[src/rtl/toaplan2_gfx_pkg.sv]
// Shared types for the Toaplan2 graphics ROM arbiter.
// FSM states, requester indices and the round-robin pick helper.
package toaplan2_gfx_pkg;

  localparam int NREQ     = 4;
  localparam int REQ_OBJ  = 0;
  localparam int REQ_SCR0 = 1;
  localparam int REQ_SCR1 = 2;
  localparam int REQ_SCR2 = 3;

  typedef enum logic [1:0] {
    ST_IDLE,
    ST_REQ,
    ST_DATA,
    ST_FILL
  } gfx_state_e;

  // First set miss bit after last, wrapping, ending on last itself.
  function automatic logic [1:0] rr_pick(
    input logic [1:0]      last,
    input logic [NREQ-1:0] miss
  );
    logic [1:0] idx;
    logic [1:0] pick;
    logic       found;
    pick  = last;
    found = 1'b0;
    for (int k = 1; k <= NREQ; k++) begin
      idx = last + 2'(k);
      if (!found && miss[idx]) begin
        pick  = idx;
        found = 1'b1;
      end
    end
    return pick;
  endfunction

endpackage

[src/rtl/toaplan2_gfx_slot.sv]
// One-entry cache for a single graphics requester.
// Holds the cached word, its address and a valid bit.
import toaplan2_gfx_pkg::*;

module toaplan2_gfx_slot #(
  parameter int AW = 21
) (
  input  logic          clk_i,
  input  logic          rst_i,
  input  logic          flush_i,
  input  logic          cs_i,
  input  logic [AW-1:0] addr_i,
  input  logic          fill_i,
  input  logic [AW-1:0] fill_addr_i,
  input  logic [31:0]   fill_data_i,
  output logic          ok_o,
  output logic          miss_o,
  output logic [31:0]   dout_o
);

  logic [AW-1:0] la_q;
  logic [31:0]   ld_q;
  logic          v_q;
  logic          hit;

  assign hit    = v_q && (addr_i == la_q);
  assign ok_o   = cs_i & hit & ~flush_i;
  assign miss_o = cs_i & ~hit;
  assign dout_o = ld_q;

  always_ff @(posedge clk_i) begin
    if (rst_i) begin
      la_q <= '0;
      ld_q <= '0;
      v_q  <= 1'b0;
    end else begin
      if (fill_i) begin
        la_q <= fill_addr_i;
        ld_q <= fill_data_i;
        v_q  <= 1'b1;
      end
      // Flush beats a coincident fill.
      if (flush_i) v_q <= 1'b0;
    end
  end

endmodule

[src/rtl/toaplan2_gfx_arbiter.sv]
// Round-robin SDRAM bank arbiter for the four Toaplan2 GFX requesters.
// Misses are refilled as two 16-bit reads into per-requester slots.
import toaplan2_gfx_pkg::*;

module toaplan2_gfx_arbiter #(
  parameter int          AW        = 21,
  parameter logic [21:0] BA_OFFSET = 22'h0
) (
  input  logic             CLK,
  input  logic             RESET,
  input  logic             FLUSH,
  input  logic [3:0]       REQ_CS,
  input  logic [4*AW-1:0]  REQ_ADDR,
  output logic [3:0]       REQ_OK,
  output logic [127:0]     REQ_DOUT,
  output logic [21:0]      BA_ADDR,
  output logic             BA_RD,
  input  logic             BA_ACK,
  input  logic             BA_DOK,
  input  logic             BA_RDY,
  input  logic [15:0]      DATA_READ
);

  gfx_state_e    state_q;
  logic [1:0]    sel_q;
  logic [1:0]    last_q;
  logic [AW-1:0] faddr_q;
  logic          rd_q;
  logic [21:0]   ba_q;
  logic [1:0]    wcnt_q;
  logic [31:0]   tmp_q;

  logic [AW-1:0]   addr_a [NREQ];
  logic [NREQ-1:0] miss;
  logic [1:0]      pick_d;
  logic [21:0]     ba_d;
  logic            fill;

  assign fill    = (state_q == ST_FILL);
  assign pick_d  = rr_pick(last_q, miss);
  assign ba_d    = BA_OFFSET + {21'(addr_a[pick_d]), 1'b0};
  assign BA_ADDR = ba_q;
  assign BA_RD   = rd_q;

  for (genvar i = 0; i < NREQ; i++) begin : g_slot
    assign addr_a[i] = REQ_ADDR[i*AW +: AW];
    toaplan2_gfx_slot #(.AW(AW)) u_slot (
      .clk_i      (CLK),
      .rst_i      (RESET),
      .flush_i    (FLUSH),
      .cs_i       (REQ_CS[i]),
      .addr_i     (addr_a[i]),
      .fill_i     (fill && (sel_q == 2'(i))),
      .fill_addr_i(faddr_q),
      .fill_data_i(tmp_q),
      .ok_o       (REQ_OK[i]),
      .miss_o     (miss[i]),
      .dout_o     (REQ_DOUT[i*32 +: 32])
    );
  end

  always_ff @(posedge CLK) begin
    if (RESET) begin
      state_q <= ST_IDLE;
      sel_q   <= '0;
      last_q  <= 2'd3;
      faddr_q <= '0;
      rd_q    <= 1'b0;
      ba_q    <= '0;
      wcnt_q  <= '0;
      tmp_q   <= '0;
    end else begin
      unique case (state_q)
        ST_IDLE: begin
          if (|miss) begin
            sel_q   <= pick_d;
            last_q  <= pick_d;
            faddr_q <= addr_a[pick_d];
            ba_q    <= ba_d;
            rd_q    <= 1'b1;
            wcnt_q  <= '0;
            state_q <= ST_REQ;
          end
        end
        ST_REQ: begin
          if (BA_ACK) begin
            rd_q    <= 1'b0;
            state_q <= ST_DATA;
            if (BA_DOK) begin
              tmp_q[15:0] <= DATA_READ;
              wcnt_q      <= 2'd1;
            end
          end
        end
        ST_DATA: begin
          if (BA_DOK) begin
            if (wcnt_q == 2'd0) begin
              tmp_q[15:0] <= DATA_READ;
              wcnt_q      <= 2'd1;
            end else if (wcnt_q == 2'd1) begin
              tmp_q[31:16] <= DATA_READ;
              wcnt_q       <= 2'd2;
            end
          end
          if (BA_RDY) state_q <= ST_FILL;
        end
        ST_FILL: state_q <= ST_IDLE;
        default: state_q <= ST_IDLE;
      endcase
    end
  end

endmodule
[config.mk]
export PLATFORM = sky130hd
export DESIGN_NAME = toaplan2_gfx_arbiter
export DESIGN_NICKNAME = d
export VERILOG_FILES = /design/src/rtl/toaplan2_gfx_pkg.sv /design/src/rtl/toaplan2_gfx_slot.sv /design/src/rtl/toaplan2_gfx_arbiter.sv
export SDC_FILE = /design/constraint.sdc
export NUM_CORES = 1
export LEC_CHECK = 0
export CAP_MARGIN = 10
export CORE_UTILIZATION = 30
export CTS_CLUSTER_SIZE = 28
export DETAILED_ROUTE_END_ITERATION = 10
export GPL_TIMING_DRIVEN = 1
export SLEW_MARGIN = 20
export SYNTH_ARGS = -nofsm -noshare
export SYNTH_HDL_FRONTEND = slang
export SYNTH_HIERARCHICAL = 1
export SYNTH_SLANG_ARGS = --single-unit
export TNS_END_PERCENT = 10
[constraint.sdc]
create_clock -name CLK -period 3.7 [get_ports CLK]
set_input_delay 0.925 -clock CLK [delete_from_list [all_inputs] [get_ports CLK]]
set_output_delay 0.925 -clock CLK [all_outputs]
set_load 0.05 [all_outputs]
==> impl_metrics.env, run 1 <==
export IMPL_status="complete, no violations"
export IMPL_p_per_area_nw_per_um2=571.2
export IMPL_worst_slew_pin_slew_ns=0.7389
export IMPL_start_util=0.3064
export IMPL_syn_cell_area_um2=11620
export IMPL_synth_edf_count=0
export IMPL_die_area_um2=39530
export IMPL_clkPwrFrac=0.347
export IMPL_switching_share=0.3322
export IMPL_ys_ff_latch=278
export IMPL_fin_crit_sh=0.9856
export IMPL_fp_row_count=71
export IMPL_wl_met1_um=14940
export IMPL_synth_top_cell_area_share=0.4789
export IMPL_fp_dieH_um=198.8
export IMPL_route_met2_wl_um=16350
export IMPL_p_comb_frac=0.261
export IMPL_holdPathStages=2
export IMPL_synth_area_leaders="dfxtp_1 (48%), mux2i_1 (23%), nor2_1 (7.8%)"
export IMPL_synth_ff_type="dfxtp_1"
export IMPL_rrSetupSlack_ns=0.91
export IMPL_ys_warn_count=6
export IMPL_clockRootBuffer="clkbuf_16"
export IMPL_async_flop_share=0
export IMPL_leakagePower_nw=5.962
export IMPL_area_delta_synth_final_pct=39.10
export IMPL_clk_path_buf_depth=3
export IMPL_p_int_mw=6.167
export IMPL_hp_start="g_slot[3].u_slot/v_q"
export IMPL_finalHoldViolations=0
export IMPL_synthesis_nets=1252
export IMPL_r2r_cells=11
export IMPL_yosysSeqAreaShare=0.4789
export IMPL_h_tree_depth=2
export IMPL_relSlewSlack=0.5074
export IMPL_end_kind="output pin"
export IMPL_synth_area_leader_cell="dfxtp_1"
export IMPL_avgSynthCellArea_um2=10.23
export IMPL_placeableCoreArea_um2=37930
export IMPL_grt_use_total=0.1788
export IMPL_dr_pass1_iters=4
export IMPL_power_switching_mw=3.068
export IMPL_startpoint_type="input port"
export IMPL_antenna_left=0
export IMPL_dp_hpwl_um=24450
export IMPL_antenna_found_initial=9
export IMPL_drc=0
export IMPL_p_total_mw=9.234
export IMPL_vias=8983
export IMPL_reg2reg_from="g_slot[3].u_slot/la_q[9]"
export IMPL_grt_overflow_total=0
export IMPL_cp_max_fo=2
export IMPL_wl_um=35700
export IMPL_tns_ns=0
export IMPL_rsz0062_at_grt="no"
export IMPL_io_buffers=263
export IMPL_ys_types=41
export IMPL_setup_violations=0
export IMPL_post_route_min_period_ns=3.647
export IMPL_worstPathRequired_ns=2.77
export IMPL_hp_class="reg2reg"
export IMPL_grt_pass1_vias=9212
export IMPL_drtIter0Drc=481
export IMPL_vias_per_cell=4.633
export IMPL_cts_sinks=278
export IMPL_postLayoutCoreUtil=0.4262
export IMPL_fin_area_um2=16170
export IMPL_fp_dieW_um=198.8
export IMPL_syn_inst=1136
export IMPL_ios=265
export IMPL_worst_hold_slack_ns=0.4784
export IMPL_min_to="g_slot[3].u_slot/v_q"
export IMPL_met3WireLength_um=3350
export IMPL_worst_setup_path_type="in2out"
export IMPL_gp_congestion=0.8051
export IMPL_placed_cell_area_um2=14980
export IMPL_drive_gt1_frac=0.09958
export IMPL_clock_skew_ns=0.01179
export IMPL_wire_per_inst_um=18.41
export IMPL_p_seq_frac=0.392
export IMPL_clkTransAtPathRegs_ns=0.05
export IMPL_r2r_end="BA_ADDR[7]"
export IMPL_cts_made_buffers=35
export IMPL_maxCapViolations=0
export IMPL_layout_nets=1521
export IMPL_grt_pass1_wl_um=53570
export IMPL_timing_final_max_slew_violations=0
export IMPL_dr_max_layer_used="met5"
export IMPL_fmax_ghz=0.2742
export IMPL_ir_worst_vdd_uv=367.1
export IMPL_cts_tree="built"
export IMPL_postCtsHoldBufs=0
export IMPL_post_cts_buffers=0
export IMPL_arrival_ns=2.72
export IMPL_grt_max_degree=102
export IMPL_clkLatencyLatePin_ns=0.54
critical path, cell delays in order:
cell	delay, ns
clkdlybuf4s50_1	0.53
xor2_1	0.21
nor4_2	0.33
nand4_1	0.23
nor4b_4	0.32
buf_12	0.18
kinds of logic (layout without fill, tap and decap cells):
logic type / count (synthesis) / in the layout / share of synthesized area
other cells: 1 / 3 / 0.0003227
fa+ha+maj: 6 / 6 / 0.006460
simple gates: 360 / 360 / 0.1332
compound gates: 61 / 61 / 0.04834
buf+inv: 74 / 364 / 0.03521
xor+xnor: 84 / 84 / 0.06331
flops: 278 / 278 / 0.4789
mux: 272 / 272 / 0.2343
how the worst max path moves through the flow:
| stage | startpoint | end | slack [ns] | depth (start not counted) |
|---|---|---|---|---|
| 2_1_floorplan | REQ_ADDR[15] | REQ_OK[0] | 0.33 | 4 |
| 3_3_place_gp | REQ_ADDR[41] | REQ_OK[1] | -0.24 | 9 |
| 3_5_place_dp | REQ_ADDR[41] | BA_ADDR[7] | -0.24 | 12 |
| 4_1_cts | REQ_ADDR[75] | REQ_OK[3] | -0.02 | 8 |
| 5_1_grt | REQ_ADDR[64] | REQ_OK[3] | 0.003 | 7 |
| 6_report | REQ_ADDR[15] | REQ_OK[0] | 0.05 | 6 |
state kept, by name, summed over array words and instances (netlist names):
signal / cells
g_slot.u_slot/v_q: 4
sel_q: 2
BA_ADDR: 21
g_slot.u_slot/dout_o: 128
tmp_q: 32
last_q: 2
wcnt_q: 2
state_q: 2
g_slot.u_slot/la_q: 84
BA_RD: 1
metrics by stage:
| step | cells | worst slack, ns |
|---|---|---|
| finish | 1939 | 0.05341 |
| CTS | 1937 | -0.02146 |
| floorplan | 1136 | 0.3323 |
| detailed placement | 1880 | -0.2448 |
| global placement | 1880 | -0.2376 |
| global route | 1937 | 0.002949 |
power by group through the flow:
stage | sequential, mW | combinational (mW) | clock (mW)
2_1_floorplan | 3.95 | 1.29 | 0
3_3_place_gp | 3.68 | 2.39 | 0
3_5_place_dp | 3.68 | 2.42 | 0
4_1_cts | 3.62 | 2.43 | 3.31
5_1_grt | 3.66 | 2.56 | 3.42
6_report | 3.62 | 2.41 | 3.21
layout by cell type, fill, tap and decap left out, types with 2 or more instances in the layout:
master	netlist	routed
nand2b_1	4	4
clkdlybuf4s50_1	0	245
nor2b_1	4	4
o21a_1	5	5
dlymetal6s2s_1	0	11
nand2b_2	2	2
nand4_1	4	4
a21oi_1	21	21
clkbuf_1	33	7
dlygate4sd2_1	0	2
o21ai_1	3	3
nand3_1	5	5
nand2_1	59	59
buf_12	4	12
clkinv_2	0	3
clkbuf_16	0	35
buf_4	5	31
nor3_1	5	5
and3_1	3	2
xor2_2	0	2
nor4b_4	0	3
inv_1	4	4
diode_2	0	2
xor2_1	80	78
a211oi_1	3	3
dfxtp_1	278	278
mux2i_1	272	272
o21ai_0	2	2
nor4_1	20	11
xnor2_1	4	4
o221ai_2	21	21
nor4_2	0	9
inv_6	0	3
ha_1	6	6
nor2_1	243	242
clkbuf_8	0	9
cell usage after synthesis, types with 4 or more instances:
cell and number:
nand4_1 4, nor4b_2 4, dfxtp_1 278, nand3_1 5, nor4_1 20, a21oi_1 21
nor2b_1 4, mux2i_1 272, buf_4 5, clkbuf_1 33, inv_1 4, nand2_1 59
nand2b_1 4, ha_1 6, o21a_1 5, buf_2 26, nor2_1 243, buf_12 4
o221ai_2 21, xnor2_1 4, nor3_1 5, xor2_1 80
layout make-up:
cell class                      count  area [um^2]
Inverter                            4        15.01
Sequential cell                   278         5565
Tap cell                          511        639.4
Antenna cell                        2        5.005
Timing Repair Buffer              302         3094
Clock inverter                      8        57.56
Clock buffer                       50         1012
Fill cell                        3641        21770
Multi-Input combinational cell    784         5777
metal layers:
layer,vias up,global-route usage
li1,4396,-
met1,4236,0.2113
met2,268,0.2901
met3,69,0.07172
met4,14,0.06581
met5,-,0
repair_timing:
action / in CTS / in global routing
cloned: 0 / 0
endpoints found under the setup margin: 4 / 4
resized for setup: 9 / 18
pin swaps: 3 / 15
Power figures use the tool's default switching activity.
==> run 2: changes to the inputs <==
--- a/config.mk
+++ b/config.mk
@@ -5,11 +5,11 @@
 export SDC_FILE = /design/constraint.sdc
 export NUM_CORES = 1
 export LEC_CHECK = 0
-export CAP_MARGIN = 10
 export CORE_UTILIZATION = 30
 export CTS_CLUSTER_SIZE = 28
 export DETAILED_ROUTE_END_ITERATION = 10
 export GPL_TIMING_DRIVEN = 1
+export SKIP_CTS_REPAIR_TIMING = 1
 export SLEW_MARGIN = 20
 export SYNTH_ARGS = -nofsm -noshare
 export SYNTH_HDL_FRONTEND = slang
==> run 2 against run 1 <==
  * Critical path depth unchanged
  * Wire length is 0.32% higher
  * Flip-flop and latch count stayed put
  * Core utilization up 0.19 points
  * Combinational power hardly changed
  * First-iteration DRC count fell by 15%
  * Maximum frequency shrank 0.18%
  * Cell count rose by 0.10%
  * Clock-buffer cell count is the same
  * Largest cell class unchanged
  * Largest power group unchanged
  * Highest routed layer unchanged
==> impl_metrics.env, run 2 (synthesized netlist as in run 1, its figures left out) <==
export IMPL_status="complete, no violations"
export IMPL_timing_final_max_slew_violations=0
export IMPL_hp_class="reg2reg"
export IMPL_clkTransAtPathRegs_ns=0.05
export IMPL_wl_um=35820
export IMPL_drc=0
export IMPL_place_ws_ns=-0.2448
export IMPL_worstPathRequired_ns=2.77
export IMPL_dp_hpwl_um=24450
export IMPL_layout_commonest_cell="dfxtp_1"
export IMPL_rsz0062_at_grt="yes"
export IMPL_reg2reg_from="g_slot[1].u_slot/la_q[0]"
export IMPL_leakagePower_nw=6.056
export IMPL_arrival_ns=2.73
export IMPL_drive_gt1_frac=0.1030
export IMPL_clkLatencyLatePin_ns=0.54
export IMPL_worst_slew_pin_slew_ns=0.7266
export IMPL_cp_slowest_cell="clkdlybuf4s50_1"
export IMPL_finalHoldViolations=0
export IMPL_fin_crit_sh=0.9874
export IMPL_regArea_um2=5565
export IMPL_fillers=3649
export IMPL_antenna_left=0
export IMPL_drtIter0Drc=409
export IMPL_fin_ws_ns=0.04670
export IMPL_relSlewSlack=0.5156
export IMPL_setup_violations=0
export IMPL_cts_made_buffers=35
export IMPL_startpoint="REQ_ADDR[15]"
export IMPL_switching_share=0.3326
export IMPL_maxCapViolations=0
export IMPL_largest_reg_flops=128
export IMPL_start_util=0.3064
export IMPL_p_comb_frac=0.261
export IMPL_fp_dieH_um=198.8
export IMPL_grt_use_total=0.1786
export IMPL_clockRootBuffer="clkbuf_16"
export IMPL_r2r_end="wcnt_q[1]"
export IMPL_end_kind="output pin"
export IMPL_gp_congestion=0.8051
export IMPL_tns_ns=0
export IMPL_multi_input_area_um2=5814
export IMPL_antenna_found_initial=9
export IMPL_die_area_um2=39530
export IMPL_dr_pass1_iters=5
export IMPL_cts_tree="built"
export IMPL_cp_endpoint="REQ_OK[0]"
export IMPL_h_tree_depth=2
export IMPL_io_buffers=263
export IMPL_cts_sinks=278
export IMPL_ir_worst_vdd_uv=366.9
export IMPL_startpoint_type="input port"
export IMPL_post_route_min_period_ns=3.653
export IMPL_r2r_cells=12
export IMPL_ios=265
export IMPL_crit_path_max_incr_delay_ns=0.54
export IMPL_placed_cell_area_um2=14980
export IMPL_grt_overflow_total=0
export IMPL_clkPwrFrac=0.347
export IMPL_wire_per_inst_um=18.45
export IMPL_grt_pass1_vias=9205
export IMPL_vias=9007
export IMPL_cp_max_fo=2
export IMPL_final_cell_mix="dfxtp_1 (278), mux2i_1 (272), nor2_1 (242)"
export IMPL_fp_row_count=71
export IMPL_fin_area_um2=16240
export IMPL_rrSetupSlack_ns=0.93
export IMPL_clk_path_buf_depth=3
export IMPL_p_per_area_nw_per_um2=569.0
export IMPL_crit_buf_inv=2
export IMPL_fp_dieW_um=198.8
export IMPL_placeableCoreArea_um2=37930
export IMPL_power_switching_mw=3.073
export IMPL_worst_setup_path_type="in2out"
export IMPL_area_delta_synth_final_pct=39.73
export IMPL_vias_per_cell=4.640
export IMPL_clock_skew_ns=0.01225
export IMPL_p_int_mw=6.167
export IMPL_grt_pass1_wl_um=53510
export IMPL_cp_depth=6
export IMPL_cp_top_family="simple AND/OR/NAND/NOR gates"
export IMPL_layout_nets=1522
export IMPL_grt_max_degree=102
export IMPL_path_cells="clkdlybuf4s50_1 -> xor2_1 -> nor4_2 -> nand4_1 -> nor4b_4 -> buf_12"
export IMPL_p_seq_frac=0.392
export IMPL_fmax_ghz=0.2737
[run 2: worst min-delay path by stage]
stage,start,end,slack [ns],depth (start not counted)
after floorplan,g_slot[0].u_slot/v_q,g_slot[0].u_slot/v_q,0.45,2
after global placement,g_slot[3].u_slot/v_q,g_slot[3].u_slot/v_q,0.46,2
after detailed placement,g_slot[3].u_slot/v_q,g_slot[3].u_slot/v_q,0.47,2
after CTS,g_slot[3].u_slot/v_q,g_slot[3].u_slot/v_q,0.48,2
after global routing,g_slot[3].u_slot/v_q,g_slot[3].u_slot/v_q,0.49,2
final,g_slot[3].u_slot/v_q,g_slot[3].u_slot/v_q,0.48,2
[run 2: power by group through the flow]
| stage | registers, mW | logic (mW) | clock network (mW) |
|---|---|---|---|
| final | 3.62 | 2.41 | 3.21 |
| after global routing | 3.66 | 2.56 | 3.42 |
| after CTS | 3.62 | 2.43 | 3.31 |
| after detailed placement | 3.68 | 2.42 | 0 |
| after global placement | 3.68 | 2.39 | 0 |
| after floorplan | 3.95 | 1.29 | 0 |
[run 2: final cells by class]
class / instances / share of cell area
repair buffers: 303 / 0.1926
clock buffers: 50 / 0.06234
clock inverters: 8 / 0.003544
multi-input cells: 784 / 0.3581
diodes: 3 / 0.0004623
inverters: 4 / 0.0009246
well taps: 511 / 0.03937
flip-flops and latches: 278 / 0.3427
[run 2: stage by stage]
step | cells | utilization | total power [mW] | hold slack [ns]
finish | 1941 | 0.4281 | 9.240 | 0.4783
CTS | 1938 | 0.4230 | 9.361 | 0.4779
global route | 1939 | 0.4279 | 9.648 | 0.4942
detailed placement | 1880 | 0.3948 | 6.105 | 0.4666
floorplan | 1136 | - | 5.243 | 0.4536
global placement | 1880 | 0.3948 | 6.072 | 0.4650
[run 2: worst reg2reg max path, cell delays in order, from the launching register on]
cell	delay, ns
dfxtp_1	0.33
xor2_2	0.18
nor4_2	0.33
buf_4	0.19
nand4_1	0.13
o21a_1	0.28
buf_4	0.17
nor4_4	0.29
buf_4	0.17
a21oi_1	0.10
and3b_1	0.23
a21oi_1	0.17
a211oi_1	0.07
[run 2: routing by layer]
metal	wire length, um	share of wire	vias up	GRT usage
met3	3408	0.095	67	0.07240
li1	-	-	4397	-
met2	16430	0.46	277	0.2893
met1	14960	0.42	4254	0.2104
met5	87	0.0024	-	0
met4	936	0.026	12	0.06695
